## config.mk

```make
export PLATFORM = sky130hd
export DESIGN_NAME = waterfall_led_ctrl
export DESIGN_NICKNAME = d
export VERILOG_FILES = /design/src/rtl/waterfall_led_ctrl.sv
export SDC_FILE = /design/constraint.sdc
export NUM_CORES = 1
export LEC_CHECK = 0
export CAP_MARGIN = 30
export CORE_MARGIN = 2
export CORE_UTILIZATION = 35
export CTS_CLUSTER_DIAMETER = 80
export DETAILED_ROUTE_END_ITERATION = 16
export PLACE_DENSITY = 0.54
export SETUP_SLACK_MARGIN = 0.2
export SYNTH_ARGS = -nofsm -noshare
export SYNTH_HDL_FRONTEND = slang
export SYNTH_SLANG_ARGS = --single-unit
```

## constraint.sdc

```tcl
create_clock -name clk -period 2.5 [get_ports clk]
set_clock_uncertainty 0.05 [all_clocks]
set_input_delay 0.375 -clock clk [delete_from_list [all_inputs] [get_ports clk]]
set_output_delay 0.375 -clock clk [all_outputs]
set_load 0.01 [all_outputs]
```

## src/rtl/waterfall_led_ctrl.sv

```systemverilog
// waterfall_led_ctrl: chaser LED controller with prescaled step tick, speed select, four motion modes
// and registered outputs. Define WATERFALL_TRAIL_EN to add a one-LED trail in the single-dot modes.
module waterfall_led_ctrl #(
  parameter int NUM_LEDS = 8,
  parameter int TICK_DIV = 50_000_000,
  localparam int POS_W = $clog2(NUM_LEDS)
) (
  input  logic                clk,
  input  logic                rst,
  input  logic                en,
  input  logic                clr_n,
  input  logic                stop_n,
  input  logic [1:0]          mode,
  input  logic [1:0]          speed,
  output logic [NUM_LEDS-1:0] led,
  output logic [POS_W-1:0]    pos,
  output logic                step
);

  localparam int PRE_W = (TICK_DIV > 1) ? $clog2(TICK_DIV) : 1;
  localparam logic [PRE_W-1:0] PRE_LAST = PRE_W'(TICK_DIV - 1);
  localparam logic [POS_W-1:0] POS_LAST = POS_W'(NUM_LEDS - 1);

  typedef enum logic {DIR_UP = 1'b0, DIR_DOWN = 1'b1} dir_t;

  logic [PRE_W-1:0]    pre_reg;
  logic [2:0]          post_reg;
  logic [POS_W-1:0]    pos_reg;
  dir_t                dir_reg;
  logic                step_reg;
  logic [NUM_LEDS-1:0] led_reg;

  logic                base_tick;
  logic                step_fire;
  logic [2:0]          post_mask;
  logic [POS_W-1:0]    move_pos;
  dir_t                move_dir;
  logic [POS_W-1:0]    pos_next;
  dir_t                dir_next;
  logic [POS_W-1:0]    trail_next;
  logic [NUM_LEDS-1:0] bar_bits;
  logic [NUM_LEDS-1:0] dot_bits;
  logic [NUM_LEDS-1:0] led_next;

`ifdef WATERFALL_TRAIL_EN
  logic [POS_W-1:0]    trail_reg;
`endif

  always_comb begin
    case (speed)
      2'b00:   post_mask = 3'b000;
      2'b01:   post_mask = 3'b001;
      2'b10:   post_mask = 3'b011;
      default: post_mask = 3'b111;
    endcase
    base_tick = (pre_reg == PRE_LAST);
    step_fire = base_tick && ((post_reg & post_mask) == post_mask);

    move_pos = pos_reg;
    move_dir = dir_reg;
    case (mode)
      2'b01: move_pos = (pos_reg == '0) ? POS_LAST : pos_reg - POS_W'(1);
      2'b10: begin
        // Ping-pong turns around on the end step itself, so end LEDs never dwell.
        if (dir_reg == DIR_UP) begin
          if (pos_reg == POS_LAST) begin
            move_pos = POS_LAST - POS_W'(1);
            move_dir = DIR_DOWN;
          end else begin
            move_pos = pos_reg + POS_W'(1);
          end
        end else begin
          if (pos_reg == '0) begin
            move_pos = POS_W'(1);
            move_dir = DIR_UP;
          end else begin
            move_pos = pos_reg - POS_W'(1);
          end
        end
      end
      default: move_pos = (pos_reg == POS_LAST) ? '0 : pos_reg + POS_W'(1);
    endcase

    if (!clr_n) begin
      pos_next = '0;
      dir_next = DIR_UP;
    end else if (stop_n && step_fire) begin
      pos_next = move_pos;
      dir_next = move_dir;
    end else begin
      pos_next = pos_reg;
      dir_next = dir_reg;
    end

`ifdef WATERFALL_TRAIL_EN
    if (!clr_n)
      trail_next = '0;
    else if (stop_n && step_fire)
      trail_next = pos_reg;
    else
      trail_next = trail_reg;
`else
    trail_next = pos_next;
`endif
  end

  // LED pattern is built from the next position so led and pos change on the same edge.
  genvar gi;
  generate
    for (gi = 0; gi < NUM_LEDS; gi++) begin : g_pattern
      assign bar_bits[gi] = (POS_W'(gi) <= pos_next);
      assign dot_bits[gi] = (pos_next == POS_W'(gi)) || (trail_next == POS_W'(gi));
    end
  endgenerate

  assign led_next = (mode == 2'b11) ? bar_bits : dot_bits;

  always_ff @(posedge clk) begin
    if (rst) begin
      pre_reg  <= '0;
      post_reg <= '0;
      pos_reg  <= '0;
      dir_reg  <= DIR_UP;
      step_reg <= 1'b0;
      led_reg  <= '0;
`ifdef WATERFALL_TRAIL_EN
      trail_reg <= '0;
`endif
    end else begin
      pos_reg <= pos_next;
      dir_reg <= dir_next;
      led_reg <= en ? led_next : '0;
`ifdef WATERFALL_TRAIL_EN
      trail_reg <= trail_next;
`endif
      if (!clr_n) begin
        pre_reg  <= '0;
        post_reg <= '0;
        step_reg <= 1'b0;
      end else if (!stop_n) begin
        step_reg <= 1'b0;
      end else begin
        pre_reg  <= base_tick ? '0 : pre_reg + PRE_W'(1);
        step_reg <= step_fire;
        if (base_tick)
          post_reg <= step_fire ? 3'b000 : post_reg + 3'b001;
      end
    end
  end

  assign led  = led_reg;
  assign pos  = pos_reg;
  assign step = step_reg;

endmodule

```

# Word-level counts from Yosys, hierarchy flattened
# Index checks and enable logic that the tools add are counted.
[classes]
add_sub_neg = 4
multipliers = 0
div = 0
order_cmp = 8
eq_ne = 15
n_shift = 0
mux = 15
n_bitwise = 4
reduce_logical = 10
[op_table]
columns = ["cell", "n"]
rows = [
  ["26-bit by 1-bit adder with 26-bit output, second input constant", 1],
  ["26-bit equality test, second input constant", 1],
  ["26-bit 2-to-1 mux", 1],
  ["3-bit 2-to-1 mux", 8],
  ["3-bit equality test, second input constant", 5],
  ["3-bit <= comparator, first input constant", 4],
  ["3-bit one-hot mux with 3 select lines", 1],
  ["8-bit 2-to-1 mux", 1],
  ["3-bit by 1-bit adder with 3-bit output, second input constant", 2],
  ["2-bit equality test, second input constant", 3],
  ["3-bit by 2-bit equality test with 1-bit output, second input constant", 2],
  ["1-bit by 3-bit <= comparator with 1-bit output, first input constant", 2],
  ["2-bit by 3-bit <= comparator with 1-bit output, first input constant", 2],
  ["3-bit logical NOT", 2],
  ["3-bit one-hot mux with 2 select lines", 1],
  ["2-bit by 1-bit equality test with 1-bit output, second input constant", 2],
  ["2-bit AND reduction", 2],
  ["2-bit OR reduction", 2],
  ["3-bit bitwise AND", 1],
  ["3-bit by 1-bit equality test with 1-bit output, second input constant", 1],
  ["3-bit equality test", 1],
  ["1-bit 2-to-1 mux", 3],
  ["1-bit inverter", 3],
  ["3-bit OR reduction", 1],
  ["3 further kinds", 4],
]
[word_totals]
register_bits = 42
latch_bits = 0
ramBits = 0
rom_bits = 0
out_inout_bits = 12
memories = 0

# Depth between registers and ports, before layout
# Gate-level depths: netlist of run 1.
[logic_depth]
depth_word = 10
mapped_depth = 8
ltp_nobuf = 8

# Least setup slack after synthesis of run 1
# No wires, ideal clock.
[synth_path]
path_type = "register -> register"
startpoint = "register pre_reg[0]"
endpoint = "register led_reg[2] (netlist: led[2])"
setup_ns = 0.117
arrival_ns = 2.078
required_ns = 2.333
slack_ns = 0.256
stages_incl_launch_ff = 8
path_buffers = 0
cell_sequence = "dfxtp_1 > ha_1 > nand4_1 > nor4_4 > nand4_4 > o41a_1 > a21oi_1 > nor3b_1"
[synth_between]
elab_chain_len = 7
elab_cells_between_ends = 8
[synth_lines]
columns = ["item", "line", "source"]
rows = [
  ["start: declaration", "26", "logic [PRE_W-1:0] pre_reg;"],
  ["start signal: assignment", "143", "pre_reg <= base_tick ? '0 : pre_reg + PRE_W'(1);"],
  ["26-bit equality test *", "56", "base_tick = (pre_reg == PRE_LAST);"],
  ["1-bit logical AND *", "57", "step_fire = base_tick && ((post_reg & post_mask) == post_mask);"],
  ["1-bit logical AND *", "87", "end else if (stop_n && step_fire) begin"],
  ["3-bit 2-to-1 mux *", "87", ""],
  ["3-bit 2-to-1 mux *", "84", "if (!clr_n) begin"],
  ["2-bit by 3-bit <= comparator with 1-bit output / 3-bit by 2-bit equality test with 1-bit output (equally long branches)", "111, 112", ""],
  ["8-bit 2-to-1 mux *", "116", "assign led_next = (mode == 2'b11) ? bar_bits : dot_bits;"],
  ["end signal: assignment", "132", "led_reg <= en ? led_next : '0;"],
  ["end: declaration", "31", "logic [NUM_LEDS-1:0] led_reg;"],
]
# Every way passes the cells marked *; elsewhere a longest branch is shown, timed or not.
# A chain may end at the register's enable or synchronous reset.

# Worst setup path after layout of run 1
[layout_path]
startpoint = "register pre_reg[7]"
endpoint = "register led_reg[2] (netlist: led[2])"
# The elaborated chain is that of the path after synthesis.

==> results of run 1 <==
==> layer usage <==
| layer | vias up | GRT usage (%) | wire (µm) |
|---|---|---|---|
| li1 | 989 | - | - |
| met3 | 6 | 4.473 | 190 |
| met2 | 20 | 21.99 | 2121 |
| met4 | 0 | 5.514 | 80 |
| met1 | 865 | 19.80 | 2456 |
| met5 | - | 0 | 0 |
==> logic make-up (layout without fill, tap and decap cells) <==
group,Yosys count,count (layout)
AO/OA/AOI/OAI,34,34
XOR/XNOR,24,24
buffers and inverters,17,70
flip-flops,42,42
AND/OR/NAND/NOR,123,123
multiplexers,5,5
adder cells (fa/ha/maj),10,10
==> where the power goes <==
group | leakage [nW] | switching (mW) | internal (mW) | total (mW)
clock | 0.0482 | 0.238 | 0.223 | 0.461
combinational | 0.731 | 0.0499 | 0.0458 | 0.0957
sequential | 0.341 | 0.00137 | 0.669 | 0.671
total | 1.12 | 0.289 | 0.938 | 1.23
==> worst paths after layout <==
| check | from | endpoint | slack (ns) |
|---|---|---|---|
| max | pre_reg[7] | led[2] | 0.17 |
| min | post_reg[1] | post_reg[1] | 0.43 |
| max reg2reg | pre_reg[7] | led[2] | 0.17 |
| min reg2reg | post_reg[1] | post_reg[1] | 0.43 |
==> placed cells by master (no fill, tap or decap), types with 8 or more instances in the layout <==
cell type,Yosys,routed
nand3_1,10,10
inv_1,13,13
buf_4,0,26
ha_1,10,10
a21oi_1,10,8
xor2_1,11,11
nand2_1,17,17
clkdlybuf4s50_1,0,18
nor2_1,49,49
xnor2_1,13,13
dfxtp_1,42,38
==> cell usage after synthesis (2+ instances only) <==
master	n	area (µm²)
nor2_1	49	183.9
dfxtp_1	42	840.8
nand2_1	17	63.81
inv_1	13	48.80
xnor2_1	13	113.9
xor2_1	11	96.34
a21oi_1	10	50.05
ha_1	10	125.1
nand3_1	10	50.05
nor3_1	8	40.04
and3_1	7	43.79
nand2b_1	7	43.79
mux2i_1	4	40.04
clkbuf_1	3	11.26
nand3b_1	3	22.52
nor2b_1	3	18.77
o211a_1	3	30.03
o21a_1	3	22.52
a311oi_1	2	17.52
a41o_1	2	20.02
nand4_1	2	12.51
nand4bb_1	2	22.52
nor3b_1	2	15.01
nor4_1	2	12.51
o21ai_0	2	10.01
or2_2	2	12.51
==> timing repair <==
item	in CTS	in global routing
setup buffers	0	6
cloned	0	0
setup endpoints to repair	3	14
resized for setup	1	22
pin swaps	0	10
==> through the flow <==
step                worst slack (ns)  std cells  hold slack (ns)  TNS [ns]
global route                 0.08420        383           0.4644         0
CTS                           0.2101        377           0.4380         0
finish                        0.1745        383           0.4308         0
detailed placement           -0.1366        369           0.4265   -0.5891
global placement             -0.1481        369           0.4226   -0.6823
floorplan                     0.2557        255           0.3966         0
==> area by class of cell <==
cell class	instances	share of cell area, %
Clock buffer	7	3.003
Sequential cell	42	29.50
Timing Repair Buffer	49	15.40
Clock inverter	1	0.1741
Tap cell	75	3.264
Inverter	13	1.697
Multi-Input combinational cell	196	46.95
==> worst reg2reg max path, stage by stage, from the launching register on <==
cell and delay (ns):
dfxtp_4 0.36, or4b_4 0.52, nor4_4 0.35, nand4_4 0.20, o41a_1 0.54, a21oi_2 0.15
nor3b_1 0.05
==> flow_summary.toml, run 1 <==
[worst_setup_path]
cp_num_buf_inv = 0
worstSetupPathType = "reg -> reg"
worstSetupEndpointType = "flip-flop"
path_delay_family = "simple AND/OR/NAND/NOR gates"
crit_fanout = 5
crit_required_ns = 2.64
cp.depth = 6
slowest_delay_ns = 0.54
cp.arrival_ns = 2.47
cp_cell_sequence = "or4b_4, nor4_4, nand4_4, o41a_1, a21oi_2, nor3b_1"
cp-start-kind = "flip-flop"
r2r_cells = 6
crit_slowest_cell = "o41a_1"

[floorplanning]
die_h_um = 83.30
die_width_um = 83.30
core_um2 = 5991
row_count = 28
ioPinCount = 21
dieArea_um2 = 6939
initial_core_util_pct = 36.74

[sta]
timing.final.max_slew_violations = 0
final.min_clock_period_ns = 2.326
hold_viol = 0
rsz0062_at_grt = "true"
setup_viol = 0
worstMarginPinSlew_ns = 0.4020
relSlewSlack_pct = 73.17
min_period_over_period_pct = 93.02
max_freq_mhz = 430.0

[synth]
synth_edf_count = 0
synthCells = 255
muxShareOfSynthArea_pct = 2.331
syn_area_um2 = 2201
async_reset_ff_share_pct = 0
synth_compound_area_share_pct = 12.00
synth.avg_cell_area_um2 = 8.631
synth-main-ff-cell = "dfxtp_1"
synth.distinct_cells = 49
ys_seq_area_share_pct = 38.20
synth_xor_xnor_area_share_pct = 9.551
synthAdderAreaFrac_pct = 5.685
syn_nets = 274
ys_ff_latch = 42
synth_top_family_by_area = "simple AND/OR/NAND/NOR gates"
synthSimpleGateAreaFrac_pct = 29.33
ys_warn_count = 0

[routing]
drt_wl_total_um = 4849
vias = 1880
final_antenna_net_count = 0
drc = 0
wl_per_cell_um = 12.66
dr.pass1.iters = 4
drt_iter0_drc = 60
avgViaCountPerCell = 4.909

[clocking]
cts.htree.levels = 2
cts_tree = "done"
worstSkewPairLatency_ns = 0.30
cts_hold_buf = 0
cts_made_buffers = 5
clkSinkCount = 42
root_buffer = "clkbuf_8"
clock_tree.buffer_depth = 2
path_clk_slew_ns = 0.09

[final_layout]
seqCellArea_um2 = 848.3
drive_above_1_share_pct = 19.16
antennaDiodeCount = 0
area_delta_synth_final_pct = 30.64
multiInputGateArea_um2 = 1350
nNetsFinal = 326
final_area_um2 = 2875
fin_util_pct = 48.00
num-fill-cells = 581
largest_reg_flops = 26

[flow_run]
maxCapViolCount = 0

[placement]
placed_cell_area_um2 = 2665
port_buffers = 20
dp_hpwl_um = 3589
gp_congestion = 0.8292

[grt]
grt_pass1_vias = 1819
grt_antenna_before_repair = 0
overflow = 0
grt_pass1_wl_um = 8300
grt_use_total_pct = 14.69
grt_max_degree = 17

[pwr]
power_density_nw_per_um2 = 427.0
finalPower_mw = 1.228
peakVddDrop_mv = 0.2424
leakage_nw = 1.120

[status]
status = "completed"

[worst_hold_path]
hold_path.class = "reg -> reg"
worstHoldPathCells = 2
Note: power is estimated with default switching activity, not from simulation.
==> inputs of run 2 (changes only) <==
--- a/config.mk
+++ b/config.mk
@@ -10,6 +10,7 @@
 export CORE_UTILIZATION = 35
 export CTS_CLUSTER_DIAMETER = 80
 export DETAILED_ROUTE_END_ITERATION = 16
+export GPL_ROUTABILITY_DRIVEN = 0
 export PLACE_DENSITY = 0.54
 export SETUP_SLACK_MARGIN = 0.2
 export SYNTH_ARGS = -nofsm -noshare
==> results of run 2 <==
Final layout, timing and power as in run 1 (identical DEF).
==> inputs of run 3 (changes only) <==
==> constraint.sdc (replaced) <==
create_clock -name clk -period 2.7 [get_ports clk]
set_clock_uncertainty 0.05 [all_clocks]
set_input_delay 0.405 -clock clk [delete_from_list [all_inputs] [get_ports clk]]
set_output_delay 0.405 -clock clk [all_outputs]
set_load 0.01 [all_outputs]
==> run 3 against run 2 <==
Against the previous run: sequential share of layout area up 1.7 points; critical path depth rose by 4; core utilization decreased by 3.0 points; worst hold slack worse by 0.0078 ns; first-iteration DRC count up 57%; clock power fell by 9.8%.
==> flow_summary.toml, run 3 (synthesis gave the netlist of run 1 again) <==
[status]
status = "completed"

[floorplanning]
ioPinCount = 21
initial_core_util_pct = 36.74
core_um2 = 5991
die_width_um = 83.30
die_h_um = 83.30
row_count = 28
dieArea_um2 = 6939

[sta]
worstMarginPinSlew_ns = 0.4029
rsz0062_at_grt = "false"
relSlewSlack_pct = 73.11
setup_viol = 0
timing.final.max_slew_violations = 0
setup_slack_ns = 0.3738
min_period_over_period_pct = 86.16
max_freq_mhz = 429.9
hold_viol = 0
final.min_clock_period_ns = 2.326
tns_ns = 0

[clocking]
cts.htree.levels = 2
worstSkewPairLatency_ns = 0.29
root_buffer = "clkbuf_8"
clock_tree.buffer_depth = 2
postCtsSetupRepairBufs = 0
cts_tree = "done"
cts_made_buffers = 5
cts_hold_buf = 0
cts_resized = 0
clkSinkCount = 42
path_clk_slew_ns = 0.08

[final_layout]
nNetsFinal = 312
largest_reg_flops = 26
area_delta_synth_final_pct = 22.51
antennaDiodeCount = 0
drive_above_1_share_pct = 10.20
layout_commonest_cell = "nor2_1"
most-common-layout-cells = "49 x nor2_1, 42 x dfxtp_1, 20 x clkdlybuf4s50_1"

[pwr]
peakVddDrop_mv = 0.2566
pwr-share-seq_pct = 55.7
clkPwrFrac_pct = 37.3
leakage_nw = 1.014
p_switching_mw = 0.2521
power.internal_mw = 0.8652
comb_power_share_pct = 7.1
switching_share_pct = 22.56
power_density_nw_per_um2 = 414.4

[worst_setup_path]
cp.arrival_ns = 2.46
r2r_cells = 7
worstSetupEndpointType = "flip-flop"
crit_required_ns = 2.83
crit_fanout = 6
cp-start-kind = "primary input"
worstSetupPathType = "in -> reg"

[worst_hold_path]
worstHoldPathCells = 2
hold_path.class = "reg -> reg"

[placement]
dp_hpwl_um = 3392
port_buffers = 20
pre_cts_slack_ns = 0.05578

[routing]
vias = 1816
drt_wl_total_um = 4591
avgViaCountPerCell = 4.921
drc = 0
drt_iter0_drc = 94
wl_per_cell_um = 12.44
final_antenna_net_count = 0
dr.pass1.iters = 4

[grt]
grt_use_total_pct = 13.96
grt_pass1_wl_um = 8052
grt_max_degree = 24
grt_pass1_vias = 1744
grt_antenna_before_repair = 0
overflow = 0

[flow_run]
maxCapViolCount = 0
[run 3: critical path, cell delays in order]
cell,delay (ns)
clkdlybuf4s50_1,0.51
inv_1,0.06
ha_1,0.24
nand2b_1,0.16
a21o_1,0.17
a211oi_1,0.22
buf_4,0.16
nor2_1,0.04
o311a_1,0.35
nor3b_1,0.14
[run 3: final timing paths]
path | slack (ns) | from | to
worst min-delay path | 0.42 | post_reg[1] | post_reg[1]
worst min register to register | 0.42 | post_reg[1] | post_reg[1]
worst max register to register | 0.43 | pre_reg[7] | led[0]
worst max-delay path | 0.37 | mode[1] | led[2]
[run 3: metrics by stage]
| step | std cells | cell area (µm²) | util [%] | total power, mW | hold WS, ns |
|---|---|---|---|---|---|
| 3_5_place_dp | 361 | 2605 | 43.48 | 0.7158 | 0.4134 |
| 4_1_cts | 369 | 2696 | 45.01 | 1.137 | 0.4247 |
| 5_1_grt | 369 | 2696 | 45.01 | 1.166 | 0.4780 |
| 3_3_place_gp | 361 | 2605 | 43.48 | 0.7165 | 0.4266 |
| 2_1_floorplan | 255 | 2201 | - | 0.6772 | 0.3986 |
| 6_report | 369 | 2696 | 45.01 | 1.117 | 0.4229 |
[run 3: power groups by stage]
stage          logic [mW]  clock network, mW  registers, mW
6_report           0.0788              0.416          0.622
3_3_place_gp       0.0798                  0          0.637
4_1_cts            0.0795              0.435          0.622
2_1_floorplan      0.0401                  0          0.637
3_5_place_dp       0.0792                  0          0.637
5_1_grt            0.0880              0.456          0.622
[run 3: layout make-up]
cell class	count	area, µm²
multi-input combinational	196	1296
clock inverter	1	5.005
clock buffer	7	86.33
tap	75	93.84
fill	611	3294
timing repair buffer	35	325.3
sequential	42	840.8
inverter	13	48.80
[run 3: routing by layer]
layer	track usage [%]	routed length (µm)	share of wire, %
met1	20.02	2450	53
met4	4.620	49	1.1
met2	20.16	1925	42
met3	3.678	165	3.6
met5	0	0	0
